$ cat src/rtl/picobus128_initiator.sv
// picobus128_initiator: single-outstanding 128-bit PicoBus master with valid/ready client request/response channels
module picobus128_initiator #(
   parameter int RD_LAT = 1,
   parameter int CNT_W = 32
) (
   input  logic PicoClk,
   input  logic PicoRst_n,
   output logic [31:0] PicoAddr,
   output logic [127:0] PicoDataOut,
   output logic PicoRd,
   output logic PicoWr,
   input  logic [127:0] PicoDataIn,
   input  logic req_valid,
   output logic req_ready,
   input  logic req_write,
   input  logic [31:0] req_addr,
   input  logic [127:0] req_wdata,
   output logic rsp_valid,
   input  logic rsp_ready,
   output logic [127:0] rsp_data,
   output logic busy,
   output logic [CNT_W-1:0] rd_count,
   output logic [CNT_W-1:0] wr_count
);
   typedef enum logic [1:0] {IDLE, ISSUE, WAIT, RESP} state_t;
   state_t state, state_nxt;
   logic [3:0] lat;
   logic accept, last_wait;
   assign accept = state == IDLE && req_valid && req_ready;
   assign last_wait = state == WAIT && lat == 4'd1;
   always_comb begin
      state_nxt = state;
      case (state)
         IDLE:    state_nxt = accept ? ISSUE : IDLE;
         ISSUE:   state_nxt = PicoWr ? IDLE : WAIT;
         WAIT:    state_nxt = last_wait ? RESP : WAIT;
         RESP:    state_nxt = rsp_ready ? IDLE : RESP;
         default: state_nxt = IDLE;
      endcase
   end
   // Bus strobes, address and write data are loaded on acceptance so they appear only in ISSUE.
   always_ff @(posedge PicoClk or negedge PicoRst_n) begin
      if (!PicoRst_n) begin
         state <= IDLE;
         PicoAddr <= '0;
         PicoDataOut <= '0;
         PicoRd <= 1'b0;
         PicoWr <= 1'b0;
         req_ready <= 1'b0;
         rsp_valid <= 1'b0;
         rsp_data <= '0;
         busy <= 1'b0;
         lat <= '0;
         rd_count <= '0;
         wr_count <= '0;
      end else begin
         state <= state_nxt;
         PicoAddr <= accept ? req_addr : '0;
         PicoDataOut <= accept && req_write ? req_wdata : '0;
         PicoRd <= accept && !req_write;
         PicoWr <= accept && req_write;
         req_ready <= state_nxt == IDLE;
         rsp_valid <= state_nxt == RESP;
         busy <= state_nxt != IDLE;
         lat <= state == ISSUE ? 4'(RD_LAT) : state == WAIT ? lat - 4'd1 : lat;
         if (last_wait) rsp_data <= PicoDataIn;
         if (state == ISSUE && PicoWr) wr_count <= wr_count + CNT_W'(1);
         if (state == RESP && rsp_ready) rd_count <= rd_count + CNT_W'(1);
      end
   end
endmodule
$ cat config.mk
export PLATFORM = sky130hd
export DESIGN_NAME = picobus128_initiator
export DESIGN_NICKNAME = d
export VERILOG_FILES = /design/src/rtl/picobus128_initiator.sv
export SDC_FILE = /design/constraint.sdc
export NUM_CORES = 1
export LEC_CHECK = 0
export ABC_AREA = 0
export BUFFER_PORTS_ARGS = -buffer_cell sky130_fd_sc_hd__buf_2
export CORE_AREA = 2 2 250 252
export DETAILED_ROUTE_END_ITERATION = 16
export DIE_AREA = 0 0 252 254
export GPL_TIMING_DRIVEN = 0
export PLACE_DENSITY_LB_ADDON = 0.2
export SLEW_MARGIN = 20
export SYNTH_ARGS = -nofsm -noshare
export SYNTH_HDL_FRONTEND = slang
export SYNTH_SLANG_ARGS = --single-unit
$ cat constraint.sdc
create_clock -name PicoClk -period 5.1 [get_ports PicoClk]
set_clock_uncertainty 0.1 [all_clocks]
set_input_delay 0.255 -clock PicoClk [delete_from_list [all_inputs] [get_ports PicoClk]]
set_output_delay 0.255 -clock PicoClk [all_outputs]
set_load 0.02 [all_outputs]
==> results_dict.tcl <==
set metrics [dict create \
    status "finished clean" \
    clock_latency_ns 0.57 \
    busiest_layer "met2" \
    grt_use_met1_pct 17.07 \
    drtIter0Drc 556 \
    ant_nets 0 \
    critPathArrivalTime_ns 3.10 \
    power.share.sequential_pct 37.9 \
    fillers 6194 \
    p_sw_uw 3765 \
    hold_violations 0 \
    slowest_delay_ns 0.71 \
    rsz0062_at_grt "false" \
    worstRegToRegCells 8 \
    numCtsBuffers 44 \
    grt_pass1_vias 12990 \
    grt_pass1_wl_mm 74.93 \
    die_h_um 254 \
    crit_required_ns 5.48 \
    grt_max_degree 93 \
    cap_violations 0 \
    ys.warnings.count 0 \
    synth_area_leader_cell "dfrtp_1" \
    grt_util_met3_pct 5.162 \
    fp.dieW_um 252 \
    powerDensity_nw_per_um2 472.4 \
    fin_crit_sh_pct 53.42 \
    synth_cell_type_count 30 \
    synth.cell_area_um2 13310 \
    cts_sinks 363 \
    start_util_pct 21.73 \
    critPathCaptureType "register" \
    yosysSeqAreaShare_pct 68.25 \
    p_leak_uw 0.01199 \
    coreArea_um2 61260 \
    ios 650 \
    cts_tree "yes" \
    fmax_ghz 0.3671 \
    path_clk_slew_ns 0.06 \
    avgSynthCellArea_um2 11.17 \
    antenna_found_initial 8 \
    fin_nets 2483 \
    die_area_um2 64010 \
    utilization_pct 36.02 \
    p_comb_share_pct 31.8 \
    placed_area_um2 17660 \
    dp_hpwl_mm 37.23 \
    final_cell_mix "649 x buf_2, 407 x nand2_1, 363 x dfrtp_1, 293 x dlygate4sd3_1, 138 x and3_1" \
    cp_cell_sequence "inv_1 -> ha_1 -> nand2_1 -> nor3_1 -> clkbuf_1 -> clkbuf_1 -> nand2_1 -> nand2_1" \
    slowest_stage "clkbuf_1" \
    ys_ff_latch 363 \
    routed_wl_mm 50.63 \
    drive_above_1_share_pct 33.14 \
    final_common_cell "buf_2" \
    slew_headroom_pct 38.26 \
    htreeDepth 2 \
    internal-power_uw 6659 \
    finalMaxSlewViolations 0 \
    tns_ns 0 \
    port_buffers 648 \
    tightest_slew_ns 0.9231 \
    num_rows 91 \
    crit_top_cell "nand2_1" \
    syn2layout_area_growth_pct 65.79 \
    gr-usage-all-layers_pct 15.14 \
    clockBufferDepth 3 \
    drc 0 \
    synthCells 1191 \
    cts_resized 0 \
    post_cts_buffers 0 \
    multi_input_area_um2 3945 \
    p_sw_share_pct 36.12 \
    clkPwrFrac_pct 30.3 \
    post-route-min-period_ns 2.724 \
    worstSetupPathType "reg -> reg" \
    post-route-cell-area_um2 22060 \
    finalSetupViolations 0 \
    cts_hold_buf 293 \
    ir_drop_uv 246.1 \
    routedWlPerCell_um 16.83 \
    viasPerCell 4.065 \
    hold_class "in -> reg" \
    grt_use_met2_pct 26.15 \
    firstDrtPassIters 5 \
    crit_path_start_kind "register" \
    synth_area_leaders "dfrtp_1 68%, nand2_1 11%, and3_1 6.5%, xnor2_1 3.4%, and2_1 1.8%" \
    clockRootBuffer "clkbuf_16" \
    synth_top_area_share_pct 68.25 \
    syn_nets 1492 \
    whs_path_depth 2 \
    vias 12230 \
    gr-total-overflow 0 \
    regArea_um2 9084 \
    worstPathMaxFanout 10 \
    routabilityCongestion 0.7946 \
]
## worst paths after layout
kind	end	start	slack (ns)
hold reg to reg	rsp_data[86]	rsp_data[86]	0.37
max in group asynchronous	PicoDataOut[99]	PicoRst_n	3.44
hold / removal	PicoWr	req_write	0.03
min in group asynchronous	PicoAddr[16]	PicoRst_n	0.20
setup / recovery	rsp_data[40]	state[0]	2.38
setup reg to reg	rsp_data[40]	state[0]	2.38
## per-layer routing
metal  vias up  part of all wire [%]
met4         8                   3.6
met1      5845                    38
met3       106                   7.7
li1       5827                     -
met5         -                 0.087
met2       442                    50
## layout make-up
class | instances | share of cell area [%]
multi-input cells | 755 | 17.88
repair buffers | 945 | 28.53
clock inverters | 12 | 0.6067
diodes | 3 | 0.03402
flip-flops and latches | 363 | 41.17
well taps | 790 | 4.480
inverters | 8 | 0.1361
plain buffers | 65 | 1.134
clock buffers | 67 | 6.028
## power by group through the flow
stage,Clock [µW],Combinational [µW],Sequential (µW)
2_1_floorplan,0,881,4890
3_3_place_gp,0,3130,3990
3_5_place_dp,0,3160,4000
4_1_cts,3280,3360,3960
5_1_grt,3410,3610,4050
6_report,3160,3310,3960
## critical path, delay by kind of cell (launching register included)
family                   cells  cell delay, ns
adder cells (fa/ha/maj)      1            0.20
buffers and inverters        3            1.42
flip-flops                   1            0.39
AND/OR/NAND/NOR              4            0.53
## sequential cells by signal, indices dropped and copies added, names as in the netlist
register	flops
wr_count	32
req_ready	1
lat	4
busy	1
rsp_valid	1
rsp_data	128
PicoDataOut	128
PicoWr	1
PicoAddr	32
rd_count	32
PicoRd	1
state	2
## Yosys cell counts
| cell type | instances |
|---|---|
| nand2_1 | 407 |
| dfrtp_1 | 363 |
| and3_1 | 138 |
| clkbuf_1 | 62 |
| xnor2_1 | 51 |
| and2_1 | 38 |
| nand3_1 | 23 |
| nand4_1 | 23 |
| nor2_1 | 13 |
| xor2_1 | 11 |
| ha_1 | 8 |
| inv_1 | 8 |
| and4_1 | 7 |
| o21ai_0 | 5 |
| a21oi_1 | 4 |
| nand4b_1 | 4 |
| nor3_1 | 4 |
| nor2b_1 | 3 |
| or2_2 | 3 |
| buf_2 | 2 |
| mux2_2 | 2 |
| nand4_4 | 2 |
| nor4_1 | 2 |
| nor4_4 | 2 |
| and2_0 | 1 |
| buf_4 | 1 |
| nand2b_1 | 1 |
| nand4bb_1 | 1 |
| nor3_2 | 1 |
| nor4_2 | 1 |
## kinds of logic (layout without fill, tap and decap cells)
kind of cell,after synthesis,count (layout),synth area share [%]
buffers and inverters,73,1097,2.106
XOR/XNOR,62,62,4.080
AO/OA/AOI/OAI,9,9,0.3384
other,0,3,0
flip-flops,363,363,68.25
multiplexers,2,2,0.1692
AND/OR/NAND/NOR,674,674,24.30
adder cells (fa/ha/maj),8,8,0.7521
## per-stage QoR
step,setup WS (ns),hold WS (ns),cells,power [µW]
global route,1.956,0.04060,3008,11070
finish,2.376,0.03435,3008,10420
detailed placement,2.204,0.008563,2633,7158
CTS,2.157,0.007715,3005,10590
global placement,-3.757,0.3460,2629,7113
floorplan,3.236,-0.1406,1191,5772
No activity file was read; power rests on OpenSTA's default activity.
